**src/rtl/nibble_serial_sub_if.sv**
```systemverilog
// nibble_serial_sub_if: operand/result handshake bundle for nibble_serial_sub.
//   master : operand producer / result consumer (drives in_valid, a, b, out_ready)
//   slave  : the subtractor (drives in_ready, out_valid, diff, borrow[, zero, ovf])
// Optional macro NSUB_FLAGS_EN adds the zero/ovf result flags.
interface nibble_serial_sub_if #(
  parameter int unsigned WIDTH = 32
);
  logic             in_valid;
  logic             in_ready;
  logic [WIDTH-1:0] a;
  logic [WIDTH-1:0] b;
  logic             out_valid;
  logic             out_ready;
  logic [WIDTH-1:0] diff;
  logic             borrow;
`ifdef NSUB_FLAGS_EN
  logic             zero;
  logic             ovf;

  modport master (
    output in_valid, a, b, out_ready,
    input  in_ready, out_valid, diff, borrow, zero, ovf
  );

  modport slave (
    input  in_valid, a, b, out_ready,
    output in_ready, out_valid, diff, borrow, zero, ovf
  );
`else
  modport master (
    output in_valid, a, b, out_ready,
    input  in_ready, out_valid, diff, borrow
  );

  modport slave (
    input  in_valid, a, b, out_ready,
    output in_ready, out_valid, diff, borrow
  );
`endif
endinterface

```
**src/rtl/nibble_serial_sub.sv**
```systemverilog
// nibble_serial_sub: multi-cycle subtractor, diff = a - b, four bits per clock
// through a single 4-bit carry-lookahead slice computing a + ~b + 1.
// Ports:
//   clk    rising-edge clock
//   rst_n  asynchronous active-low reset
//   bus    nibble_serial_sub_if.slave: in_valid/in_ready/a/b operand handshake,
//          out_valid/out_ready/diff/borrow result handshake (+ zero/ovf)
// Optional macro NSUB_FLAGS_EN: adds registered zero and signed-overflow flags.
// WIDTH must be a multiple of 4 and at least 4; latency is WIDTH/4 cycles.
module nibble_serial_sub #(
  parameter int unsigned WIDTH = 32
) (
  input logic               clk,
  input logic               rst_n,
  nibble_serial_sub_if.slave bus
);

  localparam int unsigned N    = WIDTH / 4;
  localparam int unsigned CW   = (N > 1) ? $clog2(N) : 1;
  localparam logic [CW-1:0] LAST = CW'(N - 1);

  typedef enum logic [1:0] {
    S_IDLE = 2'd0,
    S_RUN  = 2'd1,
    S_DONE = 2'd2
  } state_e;

  state_e           state_q, state_d;
  logic [WIDTH-1:0] a_q, a_d;
  logic [WIDTH-1:0] b_q, b_d;        // holds ~b
  logic             carry_q, carry_d;
  logic [CW-1:0]    cnt_q, cnt_d;
  logic [WIDTH-1:0] diff_q, diff_d;
  logic             borrow_q, borrow_d;
  logic             in_ready_q, in_ready_d;
  logic             out_valid_q, out_valid_d;
`ifdef NSUB_FLAGS_EN
  logic             nz_q, nz_d;       // any nonzero sum nibble seen so far
  logic             a_msb_q, a_msb_d;
  logic             b_msb_q, b_msb_d;
  logic             zero_q, zero_d;
  logic             ovf_q, ovf_d;
`endif

  // 4-bit carry-lookahead slice on the low nibbles of A and ~B
  logic [3:0] g_c, p_c, sum_c;
  logic       c1_c, c2_c, c3_c, cout_c;

  assign g_c  = a_q[3:0] & b_q[3:0];
  assign p_c  = a_q[3:0] ^ b_q[3:0];
  assign c1_c = g_c[0] | (p_c[0] & carry_q);
  assign c2_c = g_c[1] | (p_c[1] & g_c[0]) | (p_c[1] & p_c[0] & carry_q);
  assign c3_c = g_c[2] | (p_c[2] & g_c[1]) | (p_c[2] & p_c[1] & g_c[0])
              | (p_c[2] & p_c[1] & p_c[0] & carry_q);
  assign cout_c = g_c[3] | (p_c[3] & g_c[2]) | (p_c[3] & p_c[2] & g_c[1])
                | (p_c[3] & p_c[2] & p_c[1] & g_c[0])
                | (p_c[3] & p_c[2] & p_c[1] & p_c[0] & carry_q);
  assign sum_c = p_c ^ {c3_c, c2_c, c1_c, carry_q};

  // Next-state and datapath control
  always_comb begin
    state_d     = state_q;
    a_d         = a_q;
    b_d         = b_q;
    carry_d     = carry_q;
    cnt_d       = cnt_q;
    diff_d      = diff_q;
    borrow_d    = borrow_q;
    in_ready_d  = in_ready_q;
    out_valid_d = out_valid_q;
`ifdef NSUB_FLAGS_EN
    nz_d        = nz_q;
    a_msb_d     = a_msb_q;
    b_msb_d     = b_msb_q;
    zero_d      = zero_q;
    ovf_d       = ovf_q;
`endif

    case (state_q)
      S_IDLE: begin
        if (bus.in_valid && in_ready_q) begin
          state_d    = S_RUN;
          a_d        = bus.a;
          b_d        = ~bus.b;
          carry_d    = 1'b1;
          cnt_d      = '0;
          diff_d     = '0;
          in_ready_d = 1'b0;
`ifdef NSUB_FLAGS_EN
          nz_d       = 1'b0;
          a_msb_d    = bus.a[WIDTH-1];
          b_msb_d    = bus.b[WIDTH-1];
`endif
        end
      end

      S_RUN: begin
        // Sum nibble enters at the MSB side so nibble 0 ends up at diff[3:0]
        diff_d  = (diff_q >> 4) | (WIDTH'(sum_c) << (WIDTH - 4));
        a_d     = a_q >> 4;
        b_d     = b_q >> 4;
        carry_d = cout_c;
        cnt_d   = cnt_q + CW'(1);
`ifdef NSUB_FLAGS_EN
        nz_d    = nz_q | (|sum_c);
`endif
        if (cnt_q == LAST) begin
          state_d     = S_DONE;
          out_valid_d = 1'b1;
          borrow_d    = ~cout_c;
`ifdef NSUB_FLAGS_EN
          zero_d      = ~(nz_q | (|sum_c));
          // Final sum nibble MSB is the result sign bit
          ovf_d       = (a_msb_q != b_msb_q) && (sum_c[3] != a_msb_q);
`endif
        end
      end

      S_DONE: begin
        if (out_valid_q && bus.out_ready) begin
          state_d     = S_IDLE;
          out_valid_d = 1'b0;
          in_ready_d  = 1'b1;
        end
      end

      default: begin
        state_d     = S_IDLE;
        out_valid_d = 1'b0;
        in_ready_d  = 1'b1;
      end
    endcase
  end

  // State and datapath registers
  always_ff @(posedge clk or negedge rst_n) begin
    if (!rst_n) begin
      state_q     <= S_IDLE;
      a_q         <= '0;
      b_q         <= '0;
      carry_q     <= 1'b1;
      cnt_q       <= '0;
      diff_q      <= '0;
      borrow_q    <= 1'b0;
      in_ready_q  <= 1'b1;
      out_valid_q <= 1'b0;
`ifdef NSUB_FLAGS_EN
      nz_q        <= 1'b0;
      a_msb_q     <= 1'b0;
      b_msb_q     <= 1'b0;
      zero_q      <= 1'b0;
      ovf_q       <= 1'b0;
`endif
    end else begin
      state_q     <= state_d;
      a_q         <= a_d;
      b_q         <= b_d;
      carry_q     <= carry_d;
      cnt_q       <= cnt_d;
      diff_q      <= diff_d;
      borrow_q    <= borrow_d;
      in_ready_q  <= in_ready_d;
      out_valid_q <= out_valid_d;
`ifdef NSUB_FLAGS_EN
      nz_q        <= nz_d;
      a_msb_q     <= a_msb_d;
      b_msb_q     <= b_msb_d;
      zero_q      <= zero_d;
      ovf_q       <= ovf_d;
`endif
    end
  end

  assign bus.in_ready  = in_ready_q;
  assign bus.out_valid = out_valid_q;
  assign bus.diff      = diff_q;
  assign bus.borrow    = borrow_q;
`ifdef NSUB_FLAGS_EN
  assign bus.zero      = zero_q;
  assign bus.ovf       = ovf_q;
`endif

endmodule

```
**src/flat_wrapper.sv**
```systemverilog
// flat-port wrapper written by rule: the top's interface ports become plain ports
module nibble_serial_sub_flat 
#(
  parameter int unsigned WIDTH = 32
)
  (clk, rst_n, bus_in_valid, bus_a, bus_b, bus_out_ready, bus_in_ready, bus_out_valid, bus_diff, bus_borrow);
  nibble_serial_sub_if #(.WIDTH(WIDTH)) bus_i ();
  input logic clk;
  input logic rst_n;
  input wire logic [$bits(bus_i.in_valid)-1:0] bus_in_valid;
  input wire logic [$bits(bus_i.a)-1:0] bus_a;
  input wire logic [$bits(bus_i.b)-1:0] bus_b;
  input wire logic [$bits(bus_i.out_ready)-1:0] bus_out_ready;
  output wire logic [$bits(bus_i.in_ready)-1:0] bus_in_ready;
  output wire logic [$bits(bus_i.out_valid)-1:0] bus_out_valid;
  output wire logic [$bits(bus_i.diff)-1:0] bus_diff;
  output wire logic [$bits(bus_i.borrow)-1:0] bus_borrow;
  assign bus_i.in_valid = bus_in_valid;
  assign bus_i.a = bus_a;
  assign bus_i.b = bus_b;
  assign bus_i.out_ready = bus_out_ready;
  assign bus_in_ready = bus_i.in_ready;
  assign bus_out_valid = bus_i.out_valid;
  assign bus_diff = bus_i.diff;
  assign bus_borrow = bus_i.borrow;
  nibble_serial_sub #(.WIDTH(WIDTH)) u_core (.clk(clk), .rst_n(rst_n), .bus(bus_i));
endmodule
```
**config.mk**
```make
export PLATFORM = sky130hd
export DESIGN_NAME = nibble_serial_sub_flat
export DESIGN_NICKNAME = d
export VERILOG_FILES = /design/src/rtl/nibble_serial_sub_if.sv /design/src/rtl/nibble_serial_sub.sv /design/src/flat_wrapper.sv
export SDC_FILE = /design/constraint.sdc
export NUM_CORES = 1
export LEC_CHECK = 0
export BUFFER_PORTS_ARGS = -buffer_cell sky130_fd_sc_hd__buf_2
export CAP_MARGIN = 20
export CORE_MARGIN = 2
export CORE_UTILIZATION = 35
export DETAILED_ROUTE_END_ITERATION = 7
export GPL_TIMING_DRIVEN = 0
export HOLD_SLACK_MARGIN = 0.08
export MAX_ROUTING_LAYER = met4
export SLEW_MARGIN = 20
export SYNTH_ARGS = -nofsm -noshare
export SYNTH_HDL_FRONTEND = slang
export SYNTH_SLANG_ARGS = --single-unit
```
**constraint.sdc**
```tcl
create_clock -name clk -period 2.8 [get_ports clk]
set_input_delay 0.56 -clock clk [delete_from_list [all_inputs] [get_ports clk]]
set_output_delay 0.56 -clock clk [all_outputs]
set_load 0.05 [all_outputs]
```
* Word level (Yosys, flattened, before mapping) *
Cells that the tools add are included.

word-level totals
  register bits = 105
  word-level logic and storage cells = 79
  input bits = 68
  latch bits = 0
  bits in read-only memories = 0
  RAM bits = 0
  output and inout port bits = 35
  memories = 0

operators by class
  shift-type cells = 0
  $mul = 0
  magnitude comparators = 0
  div/mod/pow operators = 0
  reductions and logical operators = 9
  add/sub/neg operators = 1
  bitwise operators = 34
  mux-type cells = 20
  equal/unequal tests = 6

operators with widths
  kind                   count
  $pmux W32 S2           3
  $mux W32               3
  $not A32 Y32           1
  $or A28 B32 Y32        1
  $and A1 B1 Y1          16
  $or A1 B1 Y1           10
  $reduce_and A3 Y1      3
  $xor A4 B4 Y4          2
  $mux W2                3
  $ne A2 B1 Y1 const B   3
  $pmux W1 S3            2
  $pmux W2 S3            1
  $pmux W3 S2            1
  $mux W1                5
  $and A4 B4 Y4          1
  $reduce_and A2 Y1      2
  $add A3 B1 Y3 const B  1
  $eq A3 B3 Y1 const B   1
  $mux W3                1
  $not A1 Y1             3
  $eq A2 B1 Y1 const B   1
  $eq A2 B2 Y1 const B   1
  $logic_and A1 B1 Y1    2
  $logic_not A2 Y1       1
  2 further kinds        2

* Longest topological paths before layout *
Gate-level depths: netlist of the first run.

  word-level depth = 8
  mapped depth = 7
  depth with buffers taken out = 5

* Worst setup path after synthesis of the first run *
OpenSTA, ideal clock, no wires.

  path type = reg2reg
  from = reg u_core.in_ready_q, in the netlist u_core.bus.in_ready
  to = reg u_core.a_q[22]
  arrival time = 1.539 ns
  stages on the path, launching flop included = 8
  clock period less this slack = 1.671 ns
  required time = 2.668 ns
  slack = 1.129 ns
  path buffers = 3
  setup time = 0.132 ns
  path through = dfstp_2 > a21oi_1 > or2_4 > buf_6 > buf_6 > buf_6 > nand2_1 > o21ai_1

on the way
  longest elaborated chain between the ends = 3

ends and longest elaborated chain
  item                                RTL line                  source
  from (decl)                         nibble_serial_sub.sv:35   logic in_ready_q, in_ready_d;
  from (signal assigned)              nibble_serial_sub.sv:162  in_ready_q <= in_ready_d;
  $logic_and A1 B1 Y1                 nibble_serial_sub.sv:81   if (bus.in_valid && in_ready_q) begin
  $ne A2 B1 Y1 (no source line)       n/a
  $reduce_and A2 Y1 (no source line)  n/a
  to (signal assigned)                nibble_serial_sub.sv:139  a_q <= '0;
  to (signal assigned)                nibble_serial_sub.sv:156  a_q <= a_d;
  to (decl)                           nibble_serial_sub.sv:29   logic [WIDTH-1:0] a_q, a_d;

Every way passes these cells.
A chain may end at the register's enable or synchronous reset.

* Worst setup path in the final report of the first run *
  from = reg u_core.in_ready_q, in the netlist u_core.bus.in_ready
  to = out bus_in_ready

RTL lines
  item       RTL line            source
  to (decl)  flat_wrapper.sv:14  output wire logic [$bits(bus_i.in_ready)-1:0] bus_in_ready;

No word-level cell between the ends.

==> results of run 1 <==
==> cell families (layout without fill, tap and decap cells) <==
logic type | Yosys count | after routing | synth area share [%]
compound gates | 145 | 145 | 19.2
simple gates | 106 | 106 | 9.19
flops | 105 | 105 | 57.5
buf+inv | 33 | 152 | 5.09
mux | 28 | 28 | 6.13
fa+ha+maj | 8 | 8 | 2.35
xor+xnor | 3 | 3 | 0.575
==> cell usage after synthesis, drive strengths merged, types with 2 or more instances <==
master	number	share of area, %
clkbuf	7	0.57
dfrtp	103	56
o21ai	70	7.7
ha	7	1.9
nor2	31	2.5
nor2b	2	0.27
a22o	35	6.7
nand2	69	5.7
a21oi	35	3.9
buf	24	4.4
dfstp	2	1.1
inv	2	0.16
mux2i	28	6.1
xnor2	3	0.57
==> power groups by stage <==
stage	Clock (W)	Sequential, W	Combinational [W]
final	0.00136	0.00256	0.00246
after global routing	0.00145	0.00264	0.00271
after CTS	0.00138	0.00256	0.00250
after detailed placement	0	0.00258	0.00249
after global placement	0	0.00255	0.00243
after floorplan	0	0.00315	0.00122
==> layout make-up <==
cell class	instances	area, um2	area share (%)
inverter	2	7.51	0.133
buffer	31	225	3.98
clock buffer	11	243	4.29
clock inverter	5	78.8	1.39
sequential	105	2630	46.5
tap	172	215	3.81
multi-input combinational	290	1710	30.3
timing repair buffer	103	544	9.63
==> how the worst max path moves through the flow <==
stage	end	slack (ns)
after floorplan	u_core.a_q[22]	1.13
after global placement	u_core.a_q[20]	-0.03
after detailed placement	u_core.a_q[3]	0.93
after CTS	bus_in_ready	1.04
after global routing	bus_in_ready	1.01
final	bus_in_ready	1.05
==> metrics by stage <==
step	std cells	setup TNS [ns]	setup WS, ns	hold WS (ns)
after floorplan	428	0	1.13	0.264
after global placement	702	-2.11	-0.0261	0.463
after detailed placement	703	0	0.931	0.476
after CTS	719	0	1.04	0.153
after global routing	719	0	1.01	0.161
final	719	0	1.05	0.138
==> routing by layer <==
| metal | GRT usage [%] | up-vias |
|---|---|---|
| li1 | - | 1721 |
| met1 | 22.3 | 1744 |
| met2 | 26.7 | 102 |
| met3 | 4.83 | 9 |
| met4 | 3.16 | 0 |
| met5 | - | - |
==> registers in the layout (all words and copies together), names as in the netlist <==
signal and flops:
u_core.a_q 32, u_core.b_q 32, u_core.bus.borrow 1, u_core.bus.diff 32, u_core.bus.in_ready 1, u_core.bus.out_valid 1
u_core.carry_q 1, u_core.cnt_q 3, u_core.state_q 2
==> placed cells by master, fill, tap and decap left out, drive strengths merged, types with 3 or more instances in the layout <==
cell	Yosys	routed
a21oi	35	35
a22o	35	35
buf	24	127
clkbuf	7	18
clkinv	0	3
dfrtp	103	103
ha	7	7
mux2i	28	28
nand2	69	69
nor2	31	31
o21ai	70	70
xnor2	3	3
==> flow_summary.yaml, run 1 <==
outcome:
  status: "complete, no violations"
timing:
  min_period_over_period_pct: 62.6
  fin_crit_ns: 1.75
  setup_viol: 0
  tightest_slew_ns: 0.535
  slew_headroom_pct: 64.3
  rsz0062_at_grt: "false"
  slew_violations: 0
  hold_violations: 0
  max_freq_mhz: 571
  clock_skew_ns: 0.00737
drt:
  routed.top_layer: "met4"
  num_vias: 3576
  drt_pass1_iterations: 4
  wl_per_cell_um: 15.5
  ant_nets: 0
  drc: 0
  first_iter_violations: 200
  met1Wirelength_um: 5240
  drt_wl_total_um: 11100
  via_per_inst: 4.97
  met2RoutedLength_um: 5170
  wl_met3_um: 605
global_routing:
  grt_pass1_vias: 3705
  grt_pass1_wl_um: 18500
  grt_use_total_pct: 17.1
  grt_overflow: 0
  antenna_found_initial: 0
  grt_max_degree: 61
cells_and_area:
  fillerInstances: 1231
  fin_util_pct: 44.6
  num_antenna_cells: 0
  syn_to_final_growth_pct: 23.6
  final_nets: 618
  post_route_cells_drive_above_1_share_pct: 26.7
  finalInstanceArea_um2: 5650
floorplan:
  num_rows: 41
  dieArea_um2: 14000
  pin_count: 103
  die_h_um: 118
  start_util_pct: 36.1
  core_area_um2: 12700
  die_x_um: 118
clock_tree:
  h-tree-depth: 3
  cts_buffers: 9
  clk_pin_slew_ns: 0.07
  cts.repair.resized: 0
  clock_latency_ns: 0.35
  ctsHoldBuffers: 0
  cts-root-buf: "clkbuf_16"
  clockBufferDepth: 2
  cts_tree: "built"
  post_cts_buffers: 0
  cts.sinks: 105
logic_synthesis:
  synth_nets: 504
  syn_area_um2: 4570
  syn_area_per_cell_um2: 10.7
  synth-edff-count: 0
  synth_cells: 428
  ys.flop_type: "dfrtp_1"
  yosys_warnings: 0
  synth_cell_types: 28
  ys_ff_latch: 105
  async_reset_ff_share_pct: 100
  synth_seq_area_share_pct: 57.5
pwr:
  leakage_nw: 2.79
  power_frac_clock_pct: 21.3
  internal_power_w: 0.00382
  switching_share_pct: 40.1
  powerDensity_nw_per_um2: 1130
  p_sw_w: 0.00256
  share_seq_of_total_power_pct: 40.1
  power_w: 0.00638
  p_comb_share_pct: 38.6
  ir_worst_vdd_uv: 349
critical_path:
  ff2ff_setup_slack_ns: 1.14
  reg2reg_from: "u_core.state_q[0]"
  path_max_fanout: 6
  max_stage_delay_ns: 0.57
  arrival_ns: 1.19
  reg2reg_to: "u_core.a_q[1]"
  critPathBufInv: 1
  slowest_stage: "dfstp_2"
  rr_worst_depth: 5
  path_delay_family: "flip-flops"
  path_class: "reg -> out"
  crit_cells: 1
  critPathLaunchType: "flip-flop"
  crit_path_end_kind: "output pin"
  cp.required_ns: 2.24
  critPathLaunch: "u_core.bus.in_ready"
  crit_path_cell_trace: "buf_2"
placed_design:
  dp_hpwl_um: 8230
  port_buffers: 102
  dpl_cell_area_um2: 5330
  gp_congestion: 0.890
job:
  cap_violations: 0
min_path:
  min-delay-path-class: "in -> async"
Note: power is estimated with default switching activity, not from simulation.
==> run 2, diff against run 1 <==
- clock period: 2.8 -> 1.45 ns (I/O delays scaled with it)
==> run 2 against run 1 <==
The run now ends with setup timing left; final cell count up 2.5%; critical path type is now reg -> reg; combinational power up 140%; sequential cell count unchanged; clock power up 67%; clock skew down 0.0030 ns; hold slack worse by 0.030 ns; clock-buffer cell count down 1; critical endpoint is now u_core.cnt_q[0]; first-iteration DRC count up 16%.
==> flow_summary.yaml, run 2 (same netlist as run 1, synthesis figures left out) <==
cells_and_area:
  finalNonFillerCells: 737
  ff_latch_area_um2: 2640
  syn_to_final_growth_pct: 38.0
  num_antenna_cells: 0
  fillerInstances: 1170
  multiInputGateArea_um2: 1940
  final_cell_mix: "105 x buf_2, 101 x dfrtp_1, 41 x o21ai_1"
  final_nets: 636
  final_common_cell: "buf_2"
  post_route_cells_drive_above_1_share_pct: 41.1
  finalInstanceArea_um2: 6310
floorplan:
  start_util_pct: 36.1
  die_h_um: 118
  core_area_um2: 12700
  die_x_um: 118
  dieArea_um2: 14000
  num_rows: 41
  pin_count: 103
clock_tree:
  h-tree-depth: 3
  clk_pin_slew_ns: 0.07
  cts-root-buf: "clkbuf_16"
  clockBufferDepth: 2
  cts_buffers: 9
  cts.sinks: 105
  clock_latency_ns: 0.35
  cts_tree: "built"
placed_design:
  dp_cells: 703
  gp_congestion: 0.864
  dpl_cell_area_um2: 5340
  port_buffers: 102
  dp_hpwl_um: 8170
pwr:
  switching_share_pct: 41.5
  p_sw_w: 0.00551
  ir_worst_vdd_uv: 931
  powerDensity_nw_per_um2: 2110
  internal_power_w: 0.00779
  power_w: 0.0133
  share_seq_of_total_power_pct: 37.8
  p_comb_share_pct: 45.2
  power_frac_clock_pct: 17.0
  leakage_nw: 3.06
critical_path:
  crit_path_end_kind: "flip-flop"
  reg2reg_to: "u_core.cnt_q[0]"
  critPathLaunch: "u_core.bus.in_ready"
  cp.required_ns: 1.67
  ff2ff_setup_slack_ns: -0.19
  path_class: "reg -> reg"
  critPathLaunchType: "flip-flop"
  reg2reg_from: "u_core.bus.in_ready"
  rr_worst_depth: 7
  path_max_fanout: 10
  arrival_ns: 1.86
drt:
  wl_per_cell_um: 16.7
  drc: 0
  num_vias: 3742
  via_per_inst: 5.08
  drt_wl_total_um: 12300
  ant_nets: 0
  drt_pass1_iterations: 6
  first_iter_violations: 231
global_routing:
  grt_max_degree: 68
  grt_pass1_vias: 3857
  grt_use_total_pct: 18.1
  grt_pass1_wl_um: 19500
  antenna_found_initial: 0
  grt_overflow: 0
timing:
  tightest_slew_ns: 0.486
  fin_crit_ns: 1.64
  rsz0062_at_grt: "true"
  setup_tns_ns: -13.24
  min_period_over_period_pct: 113
  clock_skew_ns: 0.00436
  hold_slack_ns: 0.109
  slew_violations: 0
  max_freq_mhz: 610
  slew_headroom_pct: 67.6
  hold_violations: 0
  worst_slack_ns: -0.190
  setup_viol: 101
min_path:
  min-delay-path-class: "in -> reg"
  hold_path_depth: 2
  min_from: "bus_b[29]"
  hold-path-endpoint: "u_core.b_q[29]"
outcome:
  violations: "setup timing"
  status: "finished, violations left"
job:
  cap_violations: 0
==> run 2: cell types whose count changed in the layout (fill, tap and decap cells not counted), sizes merged <==
cell         delta
buf            +13
bufbuf          +1
bufinv          -2
clkbuf          +2
clkinvlp        +3
dlygate4sd3     +1
==> run 2: layout make-up <==
type	count	area share [%]
Multi-Input combinational cell	290	30.7
Buffer	30	6.11
Tap cell	172	3.41
Inverter	2	0.119
Clock inverter	6	0.714
Sequential cell	105	41.8
Clock buffer	10	3.63
Timing Repair Buffer	122	13.5
==> run 2: timing repair <==
| item | 4_1_cts | 5_1_grt |
|---|---|---|
| hold buffers | 1 | 0 |
| resized for setup | 78 | 48 |
| setup endpoints to repair | 103 | 103 |
| hold endpoints to repair | 38 | 0 |
| buffers inserted | 5 | 4 |
| gates cloned | 5 | 4 |
| pin swaps | 23 | 19 |
==> run 2: worst max-delay path: stages (launching register included) <==
cell and delay (ns):
dfstp_4 0.62, a21oi_2 0.05, or2_4 0.27, buf_12 0.16, buf_12 0.14, buf_12 0.14
nand2_2 0.06, o21ai_1 0.06
==> run 2: how the worst max path moves through the flow <==
| stage | endpoint | slack, ns | cells past startpoint |
|---|---|---|---|
| 2_1_floorplan | u_core.a_q[22] | -0.18 | 7 |
| 3_3_place_gp | u_core.a_q[21] | -1.09 | 1 |
| 3_5_place_dp | u_core.b_q[15] | -0.22 | 7 |
| 4_1_cts | u_core.a_q[19] | -0.19 | 7 |
| 5_1_grt | u_core.a_q[23] | -0.23 | 7 |
| 6_report | u_core.cnt_q[0] | -0.19 | 7 |
==> run 2: per-layer routing <==
metal	up-vias	global-route usage, %	wire [um]
met5	-	-	0
met4	0	4.22	112
met3	9	5.07	669
met2	106	28.6	5930
met1	1858	23.2	5620
li1	1769	-	-
==> run 2: through the flow <==
step	util (%)	worst slack [ns]
2_1_floorplan	-	-0.179
3_3_place_gp	41.9	-1.09
3_5_place_dp	42.2	-0.216
4_1_cts	47.8	-0.194
5_1_grt	49.8	-0.231
6_report	49.8	-0.190
==> run 2: power by group through the flow <==
stage / combinational [W] / sequential (W) / clock (W)
2_1_floorplan: 0.00239 / 0.00608 / 0
3_3_place_gp: 0.00473 / 0.00493 / 0
3_5_place_dp: 0.00484 / 0.00498 / 0
4_1_cts: 0.00553 / 0.00496 / 0.00232
5_1_grt: 0.00646 / 0.00517 / 0.00248
6_report: 0.00601 / 0.00502 / 0.00227
